[src/rtl/demux_1x8_8bit_buf.sv]
// Buffered 1-to-N demultiplexer. Each channel has a 1-entry register. Latency is 1 cycle.
// Input backpressure occurs only when the selected channel is full and is not being drained.
module demux_1x8_8bit_buf #(
    parameter int WIDTH = 8,
    parameter int N_OUT = 8,
    parameter int SEL_W = 3
) (
    input  logic                   clk_i,
    input  logic                   rst_ni,
    input  logic                   flush_i,
    input  logic [WIDTH-1:0]       in_data_i,
    input  logic [SEL_W-1:0]       in_sel_i,
    input  logic                   in_valid_i,
    output logic                   in_ready_o,
    output logic [N_OUT*WIDTH-1:0] out_data_o,
    output logic [N_OUT-1:0]       out_valid_o,
    input  logic [N_OUT-1:0]       out_ready_i,
    output logic                   err_o
);

    logic [WIDTH-1:0] data_q [N_OUT];
    logic [N_OUT-1:0] valid_q;
    logic [N_OUT-1:0] hit;
    logic [N_OUT-1:0] load;
    logic             err_q;
    logic             sel_legal;
    logic             accept;

    // A select at or beyond N_OUT matches no channel, so it is never blocked.
    always_comb begin
        hit = '0;
        for (int k = 0; k < N_OUT; k++) begin
            hit[k] = (int'(in_sel_i) == k);
        end
    end

    assign sel_legal  = |hit;
    assign in_ready_o = ~flush_i & ~(|(hit & valid_q & ~out_ready_i));
    assign accept     = in_valid_i & in_ready_o;
    assign load       = {N_OUT{accept}} & hit;

    always_ff @(posedge clk_i) begin
        if (!rst_ni) begin
            valid_q <= '0;
            err_q   <= 1'b0;
            for (int k = 0; k < N_OUT; k++) begin
                data_q[k] <= '0;
            end
        end else if (flush_i) begin
            valid_q <= '0;
        end else begin
            // A load takes precedence over a drain, which keeps a channel full at full throughput.
            valid_q <= load | (valid_q & ~out_ready_i);
            for (int k = 0; k < N_OUT; k++) begin
                if (load[k]) begin
                    data_q[k] <= in_data_i;
                end
            end
            if (accept && !sel_legal) begin
                err_q <= 1'b1;
            end
        end
    end

    for (genvar g = 0; g < N_OUT; g++) begin : g_out
        assign out_data_o[g*WIDTH +: WIDTH] = data_q[g];
    end

    assign out_valid_o = valid_q;
    assign err_o       = err_q;

endmodule

[config.mk]
export PLATFORM = sky130hd
export DESIGN_NAME = demux_1x8_8bit_buf
export DESIGN_NICKNAME = d
export VERILOG_FILES = /design/src/rtl/demux_1x8_8bit_buf.sv
export SDC_FILE = /design/constraint.sdc
export NUM_CORES = 1
export LEC_CHECK = 0
export BUFFER_PORTS_ARGS = -buffer_cell sky130_fd_sc_hd__buf_4
export CORE_UTILIZATION = 45
export CTS_CLUSTER_SIZE = 28
export DETAILED_ROUTE_END_ITERATION = 8
export PLACE_DENSITY = 0.76
export SYNTH_ARGS = -nofsm -noshare
export SYNTH_HDL_FRONTEND = slang
export SYNTH_SLANG_ARGS = --single-unit
[constraint.sdc]
create_clock -name clk_i -period 1.8 [get_ports clk_i]
set_clock_uncertainty 0.15 [all_clocks]
set_input_delay 0.18 -clock clk_i [delete_from_list [all_inputs] [get_ports clk_i]]
set_output_delay 0.18 -clock clk_i [all_outputs]
set_load 0.03 [all_outputs]
* Word-level counts from Yosys, hierarchy flattened
Memory sizes are Yosys's and may differ from the RTL's.
Cells that the tools add are included.
** Word-level totals
- Memories :: 1
- Output and inout bits :: 74
- Bits of input ports :: 23
- Word-level logic and storage cells :: 77
- Register bits after elaboration :: 9
- Bits in writable memories :: 64
** Cells by class
- Equal/unequal tests :: 7
- Muxes and demuxes :: 41
- Reductions and logical operators :: 7
- Bitwise gates (word level) :: 19
** Memory list
- data_q :: words 8, width 8, read ports 8, clocked after memory_dff 0, write ports 8, RTL line 21 : logic [WIDTH-1:0] data_q [N_OUT];
** Operator list (count)
- 2-to-1 mux 8 bit :: 8
- 2-to-1 mux 1 bit :: 33
- AND 8 bit :: 4
- OR reduction 8 bit :: 2
- == test 3 bit (second input constant) :: 4
- NOT 8 bit :: 1
- bitwise OR 1 bit :: 8
- bitwise OR 8 bit :: 1
- == test 3 x 2 -> 1 bit (second input constant) :: 2
- == test 3 x 1 -> 1 bit (second input constant) :: 1
- zero test 3 bit :: 1
- NOT 1 bit :: 3
- AND 1 bit :: 2
- AND reduction 2 bit :: 1
- OR reduction 2 bit :: 1
- logical AND 1 bit :: 1
- zero test 1 bit :: 1

* Depth between registers and ports, before layout
Gate-level depths: netlist (run 1).
- Depth in word-level cells :: 13
- Gate-level depth with buffers :: 4
- Mapped depth without buffers :: 3

* Worst setup path after synthesis (run 1)
Ideal clock, no wire load.
- Path kind :: input -> register
- Start :: input port in_valid_i
- End :: memory data_q[7][0] (netlist: data_q[1][24]) (enable)
- Path slack :: 24 ps
- Setup time :: 384 ps
- Path buffers :: 1
- Cell stages on the path :: 4
- Data required time :: 1266 ps
- Arrival time :: 1242 ps
- Cells stage by stage :: buf_4 > and3_1 > nand2_1 > o21ai_0
** RTL lines
- from (decl) :: RTL line 13 : input logic in_valid_i,
- to (decl) :: RTL line 21

* Worst setup path in the final report (run 1)
- Start :: register valid_q[2] (netlist: out_valid_o[2])
- End :: output port in_ready_o
** Between the ends
- Cells in the longest elaborated chain, start to end :: 5
** RTL lines
- from (decl) :: RTL line 22 : logic [N_OUT-1:0] valid_q;
- from (signal assigned) :: RTL line 53 : valid_q <= load | (valid_q & ~out_ready_i);
- AND 8 bit (2 in series) :: RTL line 38 : assign in_ready_o = ~flush_i & ~(|(hit & valid_q & ~out_ready_i));
- OR reduction 8 bit :: RTL line 38
- NOT 1 bit :: RTL line 38
- AND 1 bit :: RTL line 38
- to (decl) :: RTL line 14 : output logic in_ready_o,
No other way between the ends.

==> summary.md, run 1 <==
The sequential cell area fraction in the yosys report was 0.738; the leakage dissipation was 1.59 nW. The critical path goes through nor2b_4 > a2111oi_4 > a22o_1 > buf_6. In this run the worst setup path terminates at in_ready_o. STA puts the critical path data required time at 1.47 ns. In this run the power density over the cells is 977 nW/um2. The aggregate negative setup slack is -0.0458 ns. Proportion of layout cells with a drive suffix above 1: 0.424. The worst register-to-register path ends at data_q[0][10].

Kind of critical path: register to primary output. For the total of endpoints with negative setup slack in the final report, the log shows 1. On the final layout, the worst hold slack is 0.0236 ns. The synthesized design spends more area on one cell type than any other, namely edfxtp_1. The logs give 0.203 for the global routing usage summed across all routing layers and 0.852 for the routability congestion estimate from global placement. The die boundary width is 81.6 um. In this run the mean area of a mapped cell was 13.8 um2. The kind of cell with the highest combined delay along the critical path is compound AO/OA/AOI/OAI gates.

The number of nets in the synthesized netlist is 229. The peak supply drop came out at 0.000450 V. The max-cap check violation count is 0, and the number of DRC violations after detailed-routing iteration 0 is 106. Startpoint of the worst setup timing path: out_valid_o[2]. The routed layout has 2,018 vias. Along the worst path, the maximum fanout reaches 3. Final hold violation count: 0. For this run, the leading register cell type out of synthesis is edfxtp_1. The setup check on the worst reg-to-reg path leaves a slack of 0.36 ns. The first detailed-routing pass took 4 iterations.

Entering global routing, the biggest net connects 19 pins. The final critical-path share of the clock period works out to 1.03. The number of global-route vias before repair was 1,934; the clock latency on the worst-skew pair was 0.33 ns.

The tools report the post-layout utilization of the core as 0.659. The run gives 0.473 as the initial standard-cell utilization of the core. Setup repair after global routing could not meet its margin everywhere.

Buffers inserted during clock tree synthesis total 9. TritonCTS built the clock tree. The delay of the slowest critical-path stage was 0.35 ns; the clock slew seen by the registers of the worst setup and hold paths was 0.07 ns. By area the synthesized netlist is led by edfxtp_1 (67%), nor2_1 (6.5%), dfxtp_1 (6.3%), nand2_1 (2.5%), nand2b_1 (1.8%).

Compared with the post-synthesis result, the final layout area differs by 39.5%. The synthesized netlist contains 30 unique library cells. Wire length of the first global-routing pass: 9.58 mm. The top-area cell type share of the netlist area works out to 0.675. The cell area that synthesis handed to floorplanning was 2850 um2.

97 I/O pins were placed. In this run the remaining antenna-violating nets after routing total 0. The synthesized design contains 73 register bits. The final critical-path required period was 1.85 ns. The via density per instance was 5.07.

The clock sink count was 73. The diode insertion count for antenna repair came out at 0. The cell count after synthesis came out at 206.

Summing all non-filler instances in the final layout gives an area of 3970 um2. The achievable frequency is 0.542 GHz, and the pin slew with the least headroom to its limit is 0.432 ns. The logs give 6650 um2 for the overall die area and 3 for the number of H-tree levels. Origin of the critical flop-to-flop path: out_valid_o[1].

The number of instances on the worst hold path was 4. On the critical path, the stage with the largest delay is an instance of a2111oi_4. The count of buffers inserted at the top-level ports was 96. The arrival time at the worst endpoint was 1.52 ns.

In this run, synthesis inferred 64 flip-flops with an integrated enable. The tools report the number of antenna violations at the first check in global routing as 0. The net count of the finished layout is 341. The final reports fail on negative setup slack.

The site row count was 28. Mean routed wirelength per cell: 16.3 um. The commonest cells after synthesis are edfxtp_1 (64), nor2_1 (49), nand2_1 (19).

The overall die height was 81.6 um. Once detailed placement completed, the half-perimeter wirelength came to 4.54 mm. The worst hold path belongs to the class input pin to register.

The worst setup path is captured at a primary output. Combined buffer and inverter count along the critical path: 1. The total length of routed wires is 6.48 mm, and the number of slew-limit violations in the final report is 0.

The clock tree root driver cell is clkbuf_8. Path length in cells of the critical path: 4. The run finished, with violations left. For the worst max-slew margin expressed relative to the limit, the log shows 0.712. The proportion of register bits with asynchronous set or reset after synthesis is 0, and the worst reg2reg path depth is 3. For this run the aggregate overflow at the end of global routing stands at 0. During synthesis, Yosys emitted a total of 0 warnings. The tools report the DRC violations left as 0.

The tools report the kind of start point of the critical path as a register. In this run the standard cell core region covers 6030 um2. By instance count, the leading cell after synthesis is edfxtp_1. The tools report the worst setup margin as -0.0458 ns. The placed instances occupy a cell area of 3680 um2.

The maximum root-to-sink buffer count is 2.
-- routing by layer --
| layer | vias to the layer above | wire [um] | track usage |
|---|---|---|---|
| met4 | 0 | 76 | 0.104 |
| met2 | 91 | 3290 | 0.352 |
| met5 | - | 0 | 0 |
| met3 | 7 | 432 | 0.0300 |
| met1 | 971 | 2680 | 0.245 |
| li1 | 949 | - | - |
-- placed cells by master, fill, tap and decap left out, types with 3 or more instances in the layout --
| cell | n |
|---|---|
| inv_1 | 8 |
| a21oi_1 | 9 |
| nand3_2 | 3 |
| edfxtp_1 | 64 |
| nand2_1 | 19 |
| nor2_1 | 49 |
| clkbuf_8 | 9 |
| clkinv_1 | 4 |
| dfxtp_1 | 7 |
| buf_4 | 106 |
| nand2b_1 | 8 |
| nor2b_1 | 5 |
| nand3_1 | 3 |
-- state kept, by name, indices dropped and copies added, names as in the netlist --
signal / count
data_q: 64
err_o: 1
out_valid_o: 8
-- worst min path at each step --
stage,start,endpoint,slack [ns]
final,out_ready_i[7],out_valid_o[7],0.02
after global routing,out_ready_i[3],out_valid_o[3],0.02
after CTS,out_ready_i[2],out_valid_o[2],0.003
after detailed placement,err_o,err_o,0.30
after global placement,err_o,err_o,0.29
after floorplan,out_ready_i[6],out_valid_o[6],0.21
-- power by group --
part	switching, mW	total [mW]	internal [mW]
clock	0.580	1.35	0.767
combinational	0.368	0.560	0.192
sequential	0.0326	1.97	1.94
-- cell families after synthesis --
kind of cell           count (synthesis)  synth area share
AND/OR/NAND/NOR                      104             0.203
AO/OA/AOI/OAI                         14            0.0303
flip-flops                            73             0.738
buffers and inverters                 15            0.0286
-- repair_timing --
action | in CTS | in global routing
pin swaps | 2 | 2
endpoints found under the hold margin | 1 | 0
resized for setup | 6 | 5
endpoints found under the setup margin | 1 | 1
buffers inserted | 1 | 1
hold buffers | 1 | 0
-- cell type report --
type                       instances  area [um2]
sequential                        73        2100
fill                             472        2050
timing repair buffer             108         817
multi-input combinational        118         718
clock buffer                       9         124
tap                               75        93.8
clock inverter                     7        83.8
inverter                           8        30.0
-- worst register-to-register path, cell delays in order, from the launching register on --
cell	delay (ns)
dfxtp_1	0.33
nand2b_1	0.14
nand4b_4	0.18
nand2_1	0.32
-- per-stage QoR --
step | setup slack, ns | power [mW] | cells
global route | -0.0825 | 3.99 | 398
detailed placement | 0.124 | 2.56 | 379
floorplan | 0.0242 | 2.33 | 206
CTS | -0.0202 | 3.89 | 397
finish | -0.0458 | 3.88 | 398
global placement | 0.160 | 2.55 | 379
(Power assumes the default switching activity.)
==> run 2: changes to the inputs <==
CORE_ASPECT_RATIO = 0.6   (was unset)
==> run 2 against run 1 <==
The flow still finishes with violations (negative setup slack). Sequential power about the same. Routed wire length increased by 3.0%. Die area increased by 0.16%. Cell count increased by 2.0%. Critical path depth unchanged.
==> summary.md, run 2 (synthesis gave the netlist of run 1 again) <==
The flow ran to the end, but the final reports show violations. The final reports fail on negative setup slack. STA classifies the critical path startpoint as a register. The maximum root-to-sink buffer count is 2 (unchanged), and the clock sink count is 73 (unchanged).

Number of slew-limit violations in the final report: 0 (unchanged). The run gives 1.51 ns (about the same) as the arrival time at the worst endpoint. The data required time at the worst endpoint was 1.47 ns (about the same).

For the number of clock buffers inserted by TritonCTS, the log shows 9 (unchanged). The clock slew seen by the registers of the worst setup and hold paths was 0.07 ns (about the same). The run gives 2.93 mm (+9.2%) as the met1 wire length. The number of DRC violations after detailed-routing iteration 0 came out at 145 (+37%). The tools report the sort of element at the end of the critical path as a primary output. The diode insertion count for antenna repair was 0 (unchanged); the number of antenna violations at the first check in global routing was 0 (unchanged). The number of iterations in the first detailed-routing pass came out at 4 (unchanged). The tools report the area of the multi-input gates as 727 um2 (+1.2%). The overall die area is 6660 um2 (+0.16%), and the wire length of the first global-routing pass is 10.3 mm (+7.1%).

The tools report the clock latency on the worst-skew pair as 0.34 ns (about the same). The met3 wire length was 704 um (+63%); the final non-filler cell total was 406 (+2.0%). The total length of routed wires is 6.67 mm (+3.0%), and the max-cap check violation count is 0 (unchanged). The cell count after placement is 386 (+1.8%), and the initial standard-cell utilization of the core is 0.466 (-0.00658). The kind of critical path was register to primary output.

Counting flops per register, the top entry is data_q. The final critical-path required period came out at 1.84 ns (-0.00578 ns). The leading cell type in the layout, fill and taps excluded was buf_4. Final critical-path share of the clock period: 1.02 (-0.00321).

The number of nets at the end of the flow was 340 (-0.29%); the power per unit of standard cell area was 1070 nW/um2 (+9.4%). The tools report the leakage dissipation as 1.64 nW (+2.7%). The highest fanout seen on the critical path was 3 (unchanged). Clock tree root driver cell: clkbuf_8. The number of global-route vias before repair was 1,934 (unchanged); the growth of design area from synthesis to finish was 42.9%. The mean routed wirelength per cell is 16.4 um (+1.0%). The combined buffer and inverter count along the critical path came out at 1 (unchanged).

The cell area reported after detailed placement is 3670 um2 (-0.10%), and the DRC violations left is 0 (unchanged). The total power draw is 4.35 mW (+12%), and the count of buffers inserted at the top-level ports is 96 (unchanged). Overall die height: 63.6 um (-22%). Delay of the slowest critical-path stage: 0.36 ns (about the same). In this run the worst hold path is classified as input pin to register. Die boundary width: 105 um (+28%). The flip-flop count of the largest register, all copies and words added is 64 (unchanged), and the achievable frequency is 0.543 GHz (+0.31%).

In the layout the commonest cells are buf_4 (105), edfxtp_1 (64), nor2_1 (49). Number of fill cells: 473 (+0.21%). Via density per instance: 4.93 (-2.7%). The register-to-register setup slack is 0.21 ns (-0.15 ns), and the proportion of layout cells with a drive suffix above 1 is 0.438 (+0.0137). The area of the core came out at 6110 um2 (+1.4%). The peak supply drop is 0.000662 V (+47%). The routed length on met2 was 2.94 mm (-10%). For the area of all placed cells without fillers, the log shows 4070 um2 (+2.5%). Worst max-slew margin expressed relative to the limit: 0.678 (-0.0331). The run gives 22 (-21%) as the site row count. Pin count of the biggest net entering global routing: 19 (unchanged). The number of nets still failing antenna checks after routing is 0 (unchanged).

For the total of endpoints with negative setup slack in the final report, the log shows 1 (unchanged). Setup repair after global routing could not meet its margin everywhere. The number of vias after detailed routing was 2,003 (-0.74%); the global routing usage summed across all routing layers was 0.215 (+0.0121). The sequential standard cell area was 2110 um2 (+0.12%); the final hold violation count was 0 (unchanged). The run gives 4.71 mm (+3.6%) as the detailed placement HPWL.

The pin slew with the least headroom to its limit was 0.481 ns (+0.0495 ns). TritonCTS built the clock tree. The highest metal layer carrying signal wires in the routed design is met4.

Family with the most delay on the worst path: flip-flops. The routability congestion estimate from global placement is 0.817 (-4.1%). The number of H-tree levels was 3 (unchanged). The worst setup margin is -0.0400 ns (+0.00578 ns).

The remaining global-route overflow was 0 (unchanged); the count of boundary I/O pins was 97 (unchanged). The critical path goes through nor4b_2 > a2111oi_4 > a22o_1 > buf_6. The cell with the biggest individual delay on the critical path was dfxtp_1.
run 2: changes by cell type in the layout (fill, tap and decap cells not counted), sizes merged:
| cell | delta |
|---|---|
| bufinv | +3 |
| inv | -1 |
| buf | -1 |
| clkbuf | +2 |
| clkinv | -4 |
run 2: timing repair:
item / in CTS / in global routing
endpoints found under the hold margin: 1 / 0
buffers inserted: 2 / 1
cloned: 0 / 0
gates resized for setup: 6 / 8
hold buffers: 1 / 0
setup endpoints to repair: 1 / 1
pin swaps: 3 / 3
run 2: tightest hold or removal path, delay by kind of cell:
family | cells | cell delay [ns]
buffers and inverters | 1 | 0.16
AND/OR/NAND/NOR | 1 | 0.06
AO/OA/AOI/OAI | 1 | 0.06
run 2: final cells by class:
type,instances,area share
Clock buffer,11,0.0347
Sequential cell,73,0.518
Inverter,8,0.00738
Multi-Input combinational cell,118,0.179
Tap cell,84,0.0258
Timing Repair Buffer,107,0.199
Clock inverter,5,0.0369
run 2: through the flow:
stage	worst slack, ns	setup TNS, ns	utilization	hold slack [ns]
floorplan	0.0242	0	-	0.208
global placement	0.151	0	0.601	0.295
detailed placement	0.0734	0	0.601	0.304
CTS	-0.0598	-0.0598	0.657	0.00227
global route	-0.108	-0.108	0.666	0.0167
finish	-0.0400	-0.0400	0.666	0.0244
run 2: worst paths after layout:
check	startpoint	end	cells after the start
worst min register to register	err_o	err_o	1
worst min-delay path	in_valid_i	out_valid_o[1]	3
worst max-delay path	out_valid_o[0]	in_ready_o	4
worst max register to register	out_valid_o[5]	data_q[1][10]	4
run 2: per-layer routing:
| layer | vias up | track usage |
|---|---|---|
| met4 | 0 | 0.0810 |
| met3 | 11 | 0.0839 |
| li1 | 948 | - |
| met2 | 102 | 0.306 |
| met5 | - | 0 |
| met1 | 942 | 0.297 |
run 2: where the power goes:
part,switching (mW),internal (mW),total (mW)
clock network,0.573,1.24,1.81
registers,0.0362,1.94,1.98
logic,0.368,0.192,0.560
